### config.mk
export PLATFORM = sky130hd
export DESIGN_NAME = axi_s0_wr_arbiter
export DESIGN_NICKNAME = d
export VERILOG_FILES = /design/src/rtl/axi_s0_wr_arbiter.sv
export SDC_FILE = /design/constraint.sdc
export NUM_CORES = 1
export LEC_CHECK = 0
export BUFFER_PORTS_ARGS = -buffer_cell sky130_fd_sc_hd__clkbuf_2
export CORE_AREA = 2 2 182 184
export CTS_CLUSTER_DIAMETER = 200
export CTS_CLUSTER_SIZE = 16
export DETAILED_ROUTE_END_ITERATION = 10
export DIE_AREA = 0 0 184 186
export GPL_ROUTABILITY_DRIVEN = 0
export PLACE_DENSITY = 0.46
export SLEW_MARGIN = 30
export SYNTH_ARGS = -nofsm -noshare
export SYNTH_HDL_FRONTEND = slang
export SYNTH_SLANG_ARGS = --single-unit
export TNS_END_PERCENT = 30
### constraint.sdc
create_clock -name clk -period 7.5 [get_ports clk]
set_input_delay 1.5 -clock clk [delete_from_list [all_inputs] [get_ports clk]]
set_output_delay 1.5 -clock clk [all_outputs]
set_load 0.005 [all_outputs]
### src/rtl/axi_s0_wr_arbiter.sv
// Round-robin arbiter sharing the Slave 0 AXI write channels among NM masters.
// A single AW grant is held through every W beat and the B handshake; out-of-range writes are answered locally with DECERR.
module axi_s0_wr_arbiter #(
  parameter int NM  = 4,
  parameter int IDW = 6,
  parameter int DW  = 32,
  parameter int ADW = 32,
  parameter logic [ADW-1:0] BASE_ADDR = 'h0000_0000,
  parameter logic [ADW-1:0] END_ADDR  = 'h0000_0FFF
) (
  input  logic                clk,
  input  logic                rst,
  input  logic [NM-1:0]       m_awvalid,
  output logic [NM-1:0]       m_awready,
  input  logic [NM*IDW-1:0]   m_awid,
  input  logic [NM*ADW-1:0]   m_awaddr,
  input  logic [NM*8-1:0]     m_awlen,
  input  logic [NM-1:0]       m_wvalid,
  input  logic [NM-1:0]       m_wlast,
  input  logic [NM*DW-1:0]    m_wdata,
  input  logic [NM*DW/8-1:0]  m_wstrb,
  output logic [NM-1:0]       m_wready,
  output logic [NM-1:0]       m_bvalid,
  input  logic [NM-1:0]       m_bready,
  output logic [IDW-1:0]      m_bid,
  output logic [1:0]          m_bresp,
  output logic                s0_awvalid,
  input  logic                s0_awready,
  output logic [IDW-1:0]      s0_awid,
  output logic [ADW-1:0]      s0_awaddr,
  output logic [7:0]          s0_awlen,
  output logic                s0_wvalid,
  input  logic                s0_wready,
  output logic                s0_wlast,
  output logic [DW-1:0]       s0_wdata,
  output logic [DW/8-1:0]     s0_wstrb,
  input  logic                s0_bvalid,
  output logic                s0_bready,
  input  logic [IDW-1:0]      s0_bid,
  input  logic [1:0]          s0_bresp,
  output logic [NM-1:0]       grant,
  output logic                err_wlast
);

  localparam int PW = (NM > 1) ? $clog2(NM) : 1;
  localparam int SW = DW / 8;

  typedef enum logic [2:0] {IDLE, ADDR, DATA, RESP, ERR_DATA, ERR_RESP} state_t;

  state_t         state_reg;
  logic [PW-1:0]  rr_ptr_reg;
  logic [PW-1:0]  gnt_idx_reg;
  logic [NM-1:0]  grant_reg;
  logic [IDW-1:0] awid_reg;
  logic [ADW-1:0] awaddr_reg;
  logic [7:0]     awlen_reg;
  logic [7:0]     beat_cnt_reg;
  logic           s0_awvalid_reg;
  logic           err_wlast_reg;

  logic [PW-1:0]  win_idx;
  logic [PW-1:0]  cand_idx;
  logic           win_found;
  logic [ADW-1:0] win_addr;
  logic [IDW-1:0] win_id;
  logic [7:0]     win_len;
  logic           win_in_range;
  logic           sel_wvalid;
  logic           sel_wlast;
  logic           sel_bready;
  logic           w_hs;
  logic           last_beat;
  logic [PW-1:0]  rr_next;

  // Scan downward so the candidate closest to rr_ptr is the last one written.
  always_comb begin
    win_idx   = '0;
    cand_idx  = '0;
    win_found = 1'b0;
    for (int k = NM - 1; k >= 0; k--) begin
      cand_idx = PW'((int'(rr_ptr_reg) + k) % NM);
      if (m_awvalid[cand_idx]) begin
        win_idx   = cand_idx;
        win_found = 1'b1;
      end
    end
  end

  assign win_addr = m_awaddr[win_idx*ADW +: ADW];
  assign win_id   = m_awid[win_idx*IDW +: IDW];
  assign win_len  = m_awlen[win_idx*8 +: 8];
  // Offset compare keeps a single unsigned test even when BASE_ADDR is zero.
  assign win_in_range = (win_addr - BASE_ADDR) <= (END_ADDR - BASE_ADDR);

  assign sel_wvalid = m_wvalid[gnt_idx_reg];
  assign sel_wlast  = m_wlast[gnt_idx_reg];
  assign sel_bready = m_bready[gnt_idx_reg];
  assign last_beat  = (beat_cnt_reg == awlen_reg);
  assign w_hs       = sel_wvalid && ((state_reg == DATA && s0_wready) || state_reg == ERR_DATA);
  assign rr_next    = (gnt_idx_reg == PW'(NM - 1)) ? '0 : gnt_idx_reg + 1'b1;

  always_ff @(posedge clk) begin
    if (rst) begin
      state_reg      <= IDLE;
      rr_ptr_reg     <= '0;
      gnt_idx_reg    <= '0;
      grant_reg      <= '0;
      awid_reg       <= '0;
      awaddr_reg     <= '0;
      awlen_reg      <= '0;
      beat_cnt_reg   <= '0;
      s0_awvalid_reg <= 1'b0;
      err_wlast_reg  <= 1'b0;
    end else begin
      err_wlast_reg <= 1'b0;
      case (state_reg)
        IDLE: begin
          if (win_found) begin
            grant_reg    <= NM'(1) << win_idx;
            gnt_idx_reg  <= win_idx;
            awid_reg     <= win_id;
            awaddr_reg   <= win_addr;
            awlen_reg    <= win_len;
            beat_cnt_reg <= '0;
            if (win_in_range) begin
              state_reg      <= ADDR;
              s0_awvalid_reg <= 1'b1;
            end else begin
              state_reg <= ERR_DATA;
            end
          end
        end
        ADDR: begin
          if (s0_awready) begin
            s0_awvalid_reg <= 1'b0;
            state_reg      <= DATA;
          end
        end
        DATA, ERR_DATA: begin
          if (w_hs) begin
            err_wlast_reg <= (sel_wlast != last_beat);
            if (last_beat) begin
              beat_cnt_reg <= '0;
              state_reg    <= (state_reg == DATA) ? RESP : ERR_RESP;
            end else begin
              beat_cnt_reg <= beat_cnt_reg + 8'd1;
            end
          end
        end
        RESP: begin
          if (s0_bvalid && sel_bready) begin
            state_reg  <= IDLE;
            grant_reg  <= '0;
            rr_ptr_reg <= rr_next;
          end
        end
        ERR_RESP: begin
          if (sel_bready) begin
            state_reg  <= IDLE;
            grant_reg  <= '0;
            rr_ptr_reg <= rr_next;
          end
        end
        default: state_reg <= IDLE;
      endcase
    end
  end

  for (genvar gi = 0; gi < NM; gi++) begin : g_master
    assign m_awready[gi] = !rst && (state_reg == IDLE) && win_found && (win_idx == PW'(gi));
    assign m_wready[gi]  = grant_reg[gi] &&
                           ((state_reg == DATA && s0_wready) || state_reg == ERR_DATA);
    assign m_bvalid[gi]  = grant_reg[gi] &&
                           ((state_reg == RESP && s0_bvalid) || state_reg == ERR_RESP);
  end

  assign s0_awvalid = s0_awvalid_reg;
  assign s0_awid    = awid_reg;
  assign s0_awaddr  = awaddr_reg;
  assign s0_awlen   = awlen_reg;
  assign s0_wvalid  = (state_reg == DATA) && sel_wvalid;
  assign s0_wlast   = (state_reg == DATA) && last_beat;
  assign s0_wdata   = (state_reg == DATA) ? m_wdata[gnt_idx_reg*DW +: DW] : '0;
  assign s0_wstrb   = (state_reg == DATA) ? m_wstrb[gnt_idx_reg*SW +: SW] : '0;
  assign s0_bready  = (state_reg == RESP) && sel_bready;

  assign m_bid   = (state_reg == RESP)     ? s0_bid   :
                   (state_reg == ERR_RESP) ? awid_reg : '0;
  assign m_bresp = (state_reg == RESP)     ? s0_bresp :
                   (state_reg == ERR_RESP) ? 2'b11    : 2'b00;

  assign grant     = grant_reg;
  assign err_wlast = err_wlast_reg;

endmodule

==> reports/qor_table.md, run 1 <==
| Step | Parameter | Value |
| --- | --- | --- |
| clock tree | Number of setup buffers added after CTS | 0 |
| timing | Total Negative Setup Slacks | 0 ps |
| finish | Commonest non-fill, non-tap cell in the layout | sky130_fd_sc_hd__clkbuf_2 |
| placed design | Dpl ws | 2440 ps |
| finish | Share of post-route cells with drive strength above 1 | 49.8% |
| detailed routing | Via count normalized by instance count | 4.51 |
| timing | Final Hold Violating Endpoints | 0 |
| synthesis | FF+latch count, synth | 67 |
| floorplan | Starting density of the core | 17.5% |
| finish | Non-filler instance count after layout | 1547 |
| worst setup path | Cell Chain, Critical Path | clkbuf_2 -> nor4_1 -> or4_4 -> nor2_1 -> and3_1 -> clkbuf_2 |
| detailed routing | Total via count after detailed routing | 6970 |
| finish | Net total in the final layout | 1483 |
| clock tree | Clock tree root driver cell | sky130_fd_sc_hd__clkbuf_16 |
| global route | GRT met1 Usage | 16.4% |
| clock tree | Clock edge transition at the registers on the reported setup and hold paths | 60 ps |
| clock tree | Clock buffers created by TritonCTS | 9 |
| clock tree | Cts repair resizes | 0 |
| global route | Number of global-route vias before repair | 6836 |
| global route | Busiest metal layer after global routing | met2 |
| min path | Hold/Removal Path Class | reg2reg |
| synthesis | Net count of the mapped netlist | 1065 |
| worst setup path | Longest individual stage delay on the worst path | 720 ps |
| worst setup path | Cell repeated most along the worst path | sky130_fd_sc_hd__clkbuf_2 |
| timing | Upper clock frequency limit | 198 MHz |
| worst setup path | Critical Path Sink Type | primary output |
| synthesis | Distinct cell type count after synthesis | 47 |
| detailed routing | Routed wire length | 29500 um |
| timing | Final min period | 5040 ps |
| detailed routing | Number of nets with antenna violations after routing | 0 |
| power | Largest voltage drop on the vdd net | 0.000108 V |
| timing | Post-route worst setup slack | 2460 ps |
| detailed routing | DRC viols | 0 |
| finish | Flip-flop count of the largest register after layout | 32 |
| clock tree | CTS Buffer Depth | 2 |
| worst setup path | Data required, critical path | 6000 ps |
| timing | Clock tree skew after final layout | 8.88 ps |
| placed design | Post-DP HPWL | 23600 um |
| worst setup path | Worst setup path category | in2out |
| floorplan | Number of core rows | 66 |
| global route | Met2 capacity usage during global routing | 30.3% |
| clock tree | # H-tree levels | 3 |
| detailed routing | Routed length per instance | 19.0 um |
| worst setup path | Buf+Inv Stages, Crit Path | 2 |
| clock tree | CTS tree | yes |
| timing | Worst-Margin Slew | 851 ps |
| worst setup path | Arrival @ worst endpoint | 3540 ps |
| clock tree | Skew-Pair Late Insertion Delay | 350 ps |
| run | Number of maximum-capacitance constraint violations | 0 |
| status | Outcome | finished clean |
| global route | Leftover overflow at the end of global routing | 0 |
| global route | M3 GR Usage | 3.40% |
| floorplan | Die height | 186 um |
| worst setup path | Crit path max-delay family | simple AND/OR/NAND/NOR gates |
| floorplan | Standard cell core area | 32200 um2 |
| timing | Worst-case headroom to the max-slew limit | 43.3% |
| finish | Top library cells by usage in the layout, fill and taps aside | sky130_fd_sc_hd__clkbuf_2, sky130_fd_sc_hd__nand2_1, sky130_fd_sc_hd__nor2_1 |
| synthesis | Async SR Flop Fraction | 0% |
| placed design | # placed instances | 1521 |
| global route | Number of antenna violations at the first check in global routing | 11 |
| synthesis | Warnings from Yosys | 0 |
| worst setup path | Master of the slowest instance on the critical path | sky130_fd_sc_hd__nor4_1 |
| clock tree | Hold-fix buffer count after cts | 0 |
| worst setup path | Max Fanout on Critical Path | 49 |
| global route | Global-route wire length before repair | 40500 um |
| synthesis | Post-synthesis cell area | 5630 um2 |
| timing | Worst hold margin | 475 ps |
| floorplan | Total Die Area | 34200 um2 |
| finish | Post-synthesis to final-layout area growth | 53.8% |
| worst setup path | Kind of launch point of the worst setup path | input pin |
| global route | Overall track demand over capacity in global routing | 16.2% |
| floorplan | Width of the die | 184 um |
| clock tree | Number of clock sinks | 67 |
| power | Power per Cell Area | 242 nW/um2 |
| synthesis | Most frequently used flop master after synthesis | sky130_fd_sc_hd__dfxtp_1 |
| timing | Number of pins exceeding their max-slew limit in the final report | 0 |
| detailed routing | Initial detailed-routing violation count | 253 |
| placed design | Port Buf Inserts | 467 |
| global route | Largest net degree at the start of global routing | 69 |
| timing | Final cycle utilization of the critical path | 67.2% |
| detailed routing | 1st-pass router iterations | 4 |
| floorplan | Ports placed on the boundary | 468 |
| power | Leakage dissipation | 4.52 nW |
| synthesis | Count of flip-flops with a built-in enable after synthesis | 0 |
| synthesis | Portion of the post-synthesis area used by sequential elements | 23.8% |
| timing | Unrepaired setup endpoints after global routing | false |
| synthesis | Cell count after synthesis | 706 |
| timing | Total setup violations reported at the end of the flow | 0 |
| synthesis | Synthesized area per cell | 7.98 um2 |
## stage by stage
stage | utilization, % | area [um2] | total power, mW
after floorplan | - | 5630 | 1.20
after global placement | 25.7 | 8280 | 1.63
after detailed placement | 25.8 | 8310 | 1.64
after CTS | 26.8 | 8640 | 2.15
after global routing | 26.9 | 8660 | 2.27
final | 26.9 | 8660 | 2.10
## Yosys cell counts, types with 3 or more instances
library cell / number / area [um2]
sky130_fd_sc_hd__and3_1: 69 / 432
sky130_fd_sc_hd__nor3_1: 8 / 40.0
sky130_fd_sc_hd__nor4_1: 5 / 31.3
sky130_fd_sc_hd__mux2i_1: 40 / 400
sky130_fd_sc_hd__clkbuf_1: 51 / 191
sky130_fd_sc_hd__buf_2: 11 / 55.1
sky130_fd_sc_hd__buf_6: 3 / 33.8
sky130_fd_sc_hd__mux4_2: 39 / 878
sky130_fd_sc_hd__mux2_2: 16 / 180
sky130_fd_sc_hd__nand2b_1: 3 / 18.8
sky130_fd_sc_hd__nand2_1: 120 / 450
sky130_fd_sc_hd__a22oi_1: 6 / 45.0
sky130_fd_sc_hd__and2_1: 10 / 62.6
sky130_fd_sc_hd__nand3_1: 4 / 20.0
sky130_fd_sc_hd__nand4_1: 6 / 37.5
sky130_fd_sc_hd__nor2_1: 105 / 394
sky130_fd_sc_hd__inv_1: 3 / 11.3
sky130_fd_sc_hd__a31oi_1: 7 / 43.8
sky130_fd_sc_hd__buf_1: 3 / 11.3
sky130_fd_sc_hd__a311oi_1: 26 / 228
sky130_fd_sc_hd__xor2_1: 15 / 131
sky130_fd_sc_hd__dfxtp_1: 67 / 1340
sky130_fd_sc_hd__a21oi_1: 57 / 285
## logic make-up (layout without fill, tap and decap cells)
group	count (synthesis)	count (layout)	share of synthesized area, %
AND/OR/NAND/NOR	340	340	28.3
other	0	10	0
multiplexers	97	97	26.4
flip-flops	67	67	23.8
AO/OA/AOI/OAI	111	111	12.8
buffers and inverters	73	496	5.77
XOR/XNOR	16	16	2.49
adder cells (fa/ha/maj)	2	2	0.444
## layout make-up
class                   count  area [um2]
repair buffers            477        2430
flip-flops and latches     67        1350
inverters                   3        11.3
well taps                 408         510
clock buffers              10         239
clock inverters             6        95.1
diodes                     10        25.0
multi-input cells         566        4010
fillers                  3610       23500
## path summary, 6_finish.rpt
| kind | end | startpoint | slack [ps] | cells after the start |
|---|---|---|---|---|
| setup reg to reg | s0_awvalid$_SDFFE_PP0P_ | rr_ptr_reg[1]$_SDFFE_PP0P_ | 4150 | 9 |
| setup / recovery | m_awready[3] | m_awvalid[0] | 2460 | 6 |
| hold reg to reg | s0_awvalid$_SDFFE_PP0P_ | s0_awvalid$_SDFFE_PP0P_ | 470 | 1 |
| hold / removal | s0_awvalid$_SDFFE_PP0P_ | s0_awvalid$_SDFFE_PP0P_ | 470 | 1 |
## power by group
| group | leakage (nW) | switching [mW] | total (mW) | internal [mW] |
|---|---|---|---|---|
| clock network | 0.164 | 0.185 | 0.490 | 0.304 |
| registers | 0.551 | 0.119 | 0.575 | 0.455 |
| logic | 3.81 | 0.590 | 1.04 | 0.447 |
## metal layers
| metal | vias to the layer above | share of wire, % |
|---|---|---|
| li1 | 3396 | - |
| met1 | 3223 | 37 |
| met2 | 303 | 52 |
| met3 | 48 | 6.4 |
| met4 | 0 | 4.8 |
| met5 | - | 0 |
(Power assumes the default switching activity.)
==> run 2: changes to the inputs <==
--- a/config.mk
+++ b/config.mk
@@ -5,14 +5,15 @@
 export SDC_FILE = /design/constraint.sdc
 export NUM_CORES = 1
 export LEC_CHECK = 0
+export ABC_AREA = 1
 export BUFFER_PORTS_ARGS = -buffer_cell sky130_fd_sc_hd__clkbuf_2
-export CORE_AREA = 2 2 182 184
+export CORE_AREA = 2 2 181 183
 export CTS_CLUSTER_DIAMETER = 200
 export CTS_CLUSTER_SIZE = 16
 export DETAILED_ROUTE_END_ITERATION = 10
-export DIE_AREA = 0 0 184 186
+export DIE_AREA = 0 0 183 185
 export GPL_ROUTABILITY_DRIVEN = 0
-export PLACE_DENSITY = 0.46
+export PLACE_DENSITY = 0.47
 export SLEW_MARGIN = 30
 export SYNTH_ARGS = -nofsm -noshare
 export SYNTH_HDL_FRONTEND = slang
==> constraint.sdc (replaced) <==
create_clock -name clk -period 5.1 [get_ports clk]
set_input_delay 1.02 -clock clk [delete_from_list [all_inputs] [get_ports clk]]
set_output_delay 1.02 -clock clk [all_outputs]
set_load 0.005 [all_outputs]
==> reports/qor_table.md, run 2 <==
| Step | Parameter | Value | Delta |
| --- | --- | --- | --- |
| synthesis | Dominant cell type by area after synthesis | sky130_fd_sc_hd__dfxtp_1 |  |
| power | Leakage dissipation | 4.72 nW | +4.4% |
| floorplan | Standard cell core area | 32000 um2 | -0.51% |
| placed design | Dpl ws | 1240 ps | -1190 ps |
| floorplan | Total Die Area | 33900 um2 | -1.1% |
| synthesis | Net count of the mapped netlist | 1385 | +30% |
| status | Outcome | finished clean |  |
| worst setup path | Data required, critical path | 4080 ps | -1920 ps |
| floorplan | Width of the die | 183 um | -0.54% |
| synthesis | FF+latch count, synth | 67 | unchanged |
| worst setup path | Worst setup path category | in2out |  |
| placed design | Post-place instance area | 8500 um2 | +2.4% |
| timing | Worst-case headroom to the max-slew limit | 42.7% | -0.58 points |
| synthesis | Cell count after synthesis | 1026 | +45% |
| placed design | Port Buf Inserts | 467 | unchanged |
| timing | Post-route worst setup slack | 1230 ps | -1230 ps |
| clock tree | Clock edge transition at the registers on the reported setup and hold paths | 50 ps | about the same |
| timing | Number of pins exceeding their max-slew limit in the final report | 0 | unchanged |
| finish | Commonest non-fill, non-tap cell in the layout | sky130_fd_sc_hd__clkbuf_2 |  |
| power | Internal power consumption | 2.13 mW | +77% |
| finish | Finished layout cell area | 8810 um2 | +1.6% |
| global route | Number of antenna violations at the first check in global routing | 0 | -11 |
| timing | Final min period | 3870 ps |  |
| global route | Global-route wire length before repair | 45000 um | +11% |
| timing | Upper clock frequency limit | 258 MHz |  |
| clock tree | Clock tree root driver cell | sky130_fd_sc_hd__clkbuf_16 |  |
| clock tree | CTS tree | yes |  |
| clock tree | Skew-Pair Late Insertion Delay | 330 ps | -20 ps |
| synthesis | Most instantiated library cell after synthesis | sky130_fd_sc_hd__nor2_1 |  |
| finish | Net total in the final layout | 1807 | +22% |
| floorplan | Starting density of the core | 18.3% | +0.76 points |
| timing | Unrepaired setup endpoints after global routing | false |  |
| finish | Top library cells by usage in the layout, fill and taps aside | sky130_fd_sc_hd__clkbuf_2, sky130_fd_sc_hd__nor2_1, sky130_fd_sc_hd__nand2_1 |  |
| finish | Area used by sequential logic in the layout | 1340 um2 | -0.19% |
| synthesis | Distinct cell type count after synthesis | 48 | +2.1% |
| power | Largest voltage drop on the vdd net | 0.000246 V | +130% |
| finish | Combined area of the multi-input logic cells | 3850 um2 | -3.7% |
| timing | Final Hold Violating Endpoints | 0 | unchanged |
| detailed routing | 1st-pass router iterations | 4 | unchanged |
| clock tree | Number of setup buffers added after CTS | 0 | unchanged |
| power | Power per Cell Area | 494 nW/um2 | +100% |
| worst setup path | Kind of launch point of the worst setup path | input pin |  |
| min path | Hold/Removal Path Class | reg2reg |  |
| finish | Number of fill cells in the layout | 3751 | +3.9% |
| power | Combinational group share of total power | 63.0% | +14 points |
| detailed routing | DRC viols | 0 | unchanged |
| synthesis | Count of flip-flops with a built-in enable after synthesis | 0 | unchanged |
| worst setup path | Max Fanout on Critical Path | 36 | -27% |
| synthesis | Async SR Flop Fraction | 0% | unchanged |
| finish | Number of inserted diodes | 0 | -10 |
| run | Number of maximum-capacitance constraint violations | 0 | unchanged |
| power | Clock Power Share | 14.8% | -8.5 points |
| placed design | Post-DP HPWL | 25600 um | +8.1% |
| worst setup path | Arrival @ worst endpoint | 2850 ps | -690 ps |
| clock tree | Number of clock sinks | 67 | unchanged |
| power | Reg power frac | 22.3% | -5.1 points |
| global route | Leftover overflow at the end of global routing | 0 | unchanged |
| clock tree | # H-tree levels | 3 | unchanged |
| clock tree | Cts repair resizes | 0 | unchanged |
| worst setup path | Cell Chain, Critical Path | clkbuf_2 -> inv_1 -> o21ai_1 -> nand2_2 -> nand3_2 -> nand3_4 -> nand2_8 -> nor2_2 -> inv_1 -> nor2_1 -> clkbuf_2 |  |
| global route | Overall track demand over capacity in global routing | 17.5% | +1.3 points |
| timing | Total Negative Setup Slacks | 0 ps | unchanged |
| power | Power spent charging and discharging nets | 2.22 mW | +150% |
| clock tree | Clock buffers created by TritonCTS | 9 | unchanged |
| floorplan | Ports placed on the boundary | 468 | unchanged |
| synthesis | Synthesized area per cell | 5.70 um2 | -29% |
| detailed routing | Routed length per instance | 16.8 um | -12% |
| detailed routing | Via count normalized by instance count | 4.41 | -2.1% |
| synthesis | Share of the synthesized area in the top cell type | 22.9% | -0.87 points |
| finish | Share of post-route cells with drive strength above 1 | 36.3% | -13 points |
| timing | Total setup violations reported at the end of the flow | 0 | unchanged |
| detailed routing | Total via count after detailed routing | 8200 | +18% |
| synthesis | Most frequently used flop master after synthesis | sky130_fd_sc_hd__dfxtp_1 |  |
| finish | Post-synthesis to final-layout area growth | 50.6% |  |
| clock tree | Hold-fix buffer count after cts | 0 | unchanged |
| detailed routing | Number of nets with antenna violations after routing | 0 | unchanged |
| detailed routing | Initial detailed-routing violation count | 247 | -2.4% |
| worst setup path | Longest individual stage delay on the worst path | 350 ps | -370 ps |
| timing | Worst-Margin Slew | 859 ps | +8.73 ps |
| floorplan | Number of core rows | 66 | unchanged |
| clock tree | CTS Buffer Depth | 2 | unchanged |
| timing | Clock tree skew after final layout | 6.02 ps | -2.86 ps |
| worst setup path | Critical Path Sink Type | primary output |  |
| synthesis | Post-synthesis cell area | 5850 um2 | +3.8% |
| global route | Largest net degree at the start of global routing | 91 | +32% |
| synthesis | Warnings from Yosys | 0 | unchanged |
| timing | Final cycle utilization of the critical path | 75.9% |  |
| synthesis | Leading cell types by count after synthesis | sky130_fd_sc_hd__nor2_1, sky130_fd_sc_hd__nand2_1, sky130_fd_sc_hd__o21ai_0, sky130_fd_sc_hd__inv_1, sky130_fd_sc_hd__a21oi_1 |  |
| worst setup path | Master of the slowest instance on the critical path | sky130_fd_sc_hd__nand2_8 |  |
| power | Switching portion of total power | 51.0% | +8.4 points |
| synthesis | Largest cells by area after synthesis | sky130_fd_sc_hd__dfxtp_1, sky130_fd_sc_hd__nor2_1, sky130_fd_sc_hd__nand2_1 |  |
| finish | Flip-flop count of the largest register after layout | 32 | unchanged |
| floorplan | Die height | 185 um | -0.54% |
| synthesis | Portion of the post-synthesis area used by sequential elements | 22.9% | -0.87 points |
| global route | Number of global-route vias before repair | 7840 | +15% |
| detailed routing | Routed wire length | 31100 um | +5.7% |
| power | Power, Total | 4.35 mW | +110% |
run 2: layer usage:
layer  global-route usage [%]  part of all wire (%)  up-vias
met5                        0                     0        -
met2                     33.1                    51      318
met3                     4.60                   7.7       24
met4                     4.29                   1.7        0
li1                         -                     -     4232
met1                     19.4                    39     3626
run 2: final timing paths:
path                              startpoint                        end  slack, ps  cells past startpoint
setup / recovery                m_awvalid[1]               m_awready[0]       1230                     11
hold / removal         grant[2]$_SDFFE_PP0P_      grant[2]$_SDFFE_PP0P_        490                      2
setup reg to reg  rr_ptr_reg[0]$_SDFFE_PP0P_  state_reg[2]$_SDFFE_PP0P_       1780                     19
hold reg to reg        grant[2]$_SDFFE_PP0P_      grant[2]$_SDFFE_PP0P_        490                      2
run 2: power by group through the flow:
| stage | registers, mW | logic, mW | clock network, mW |
|---|---|---|---|
| floorplan | 0.913 | 1.73 | 0 |
| global placement | 0.979 | 2.80 | 0 |
| detailed placement | 0.986 | 2.80 | 0 |
| CTS | 0.977 | 2.82 | 0.665 |
| global route | 1.01 | 3.12 | 0.684 |
| finish | 0.968 | 2.74 | 0.643 |
run 2: worst max-delay path: cells and delay by family:
kind / cells / cell delay, ps
AND/OR/NAND/NOR: 6 / 1030
AO/OA/AOI/OAI: 1 / 230
buffers and inverters: 4 / 550
run 2: stage by stage:
step                utilization (%)  cells  hold WS (ps)
floorplan                         -   1026           457
global placement               26.5   1845           471
detailed placement             26.5   1845           479
CTS                            27.5   1859           487
global route                   27.5   1859           514
finish                         27.5   1859           486
run 2: layout make-up:
| type | count | share of cell area (%) |
|---|---|---|
| multi-input combinational | 798 | 43.8 |
| timing repair buffer | 480 | 27.8 |
| sequential | 67 | 15.3 |
| tap | 408 | 5.80 |
| inverter | 92 | 3.95 |
| clock buffer | 12 | 3.03 |
| clock inverter | 2 | 0.398 |
run 2: kinds of logic after synthesis:
logic type / synth area share, %
and+or+nand+nor: 36.9
xor gates and xnor gates: 0.599
AOI/OAI and AO/OA: 27.8
DFF: 22.9
adders and majority gates: 0.428
buffers and inverters: 11.3
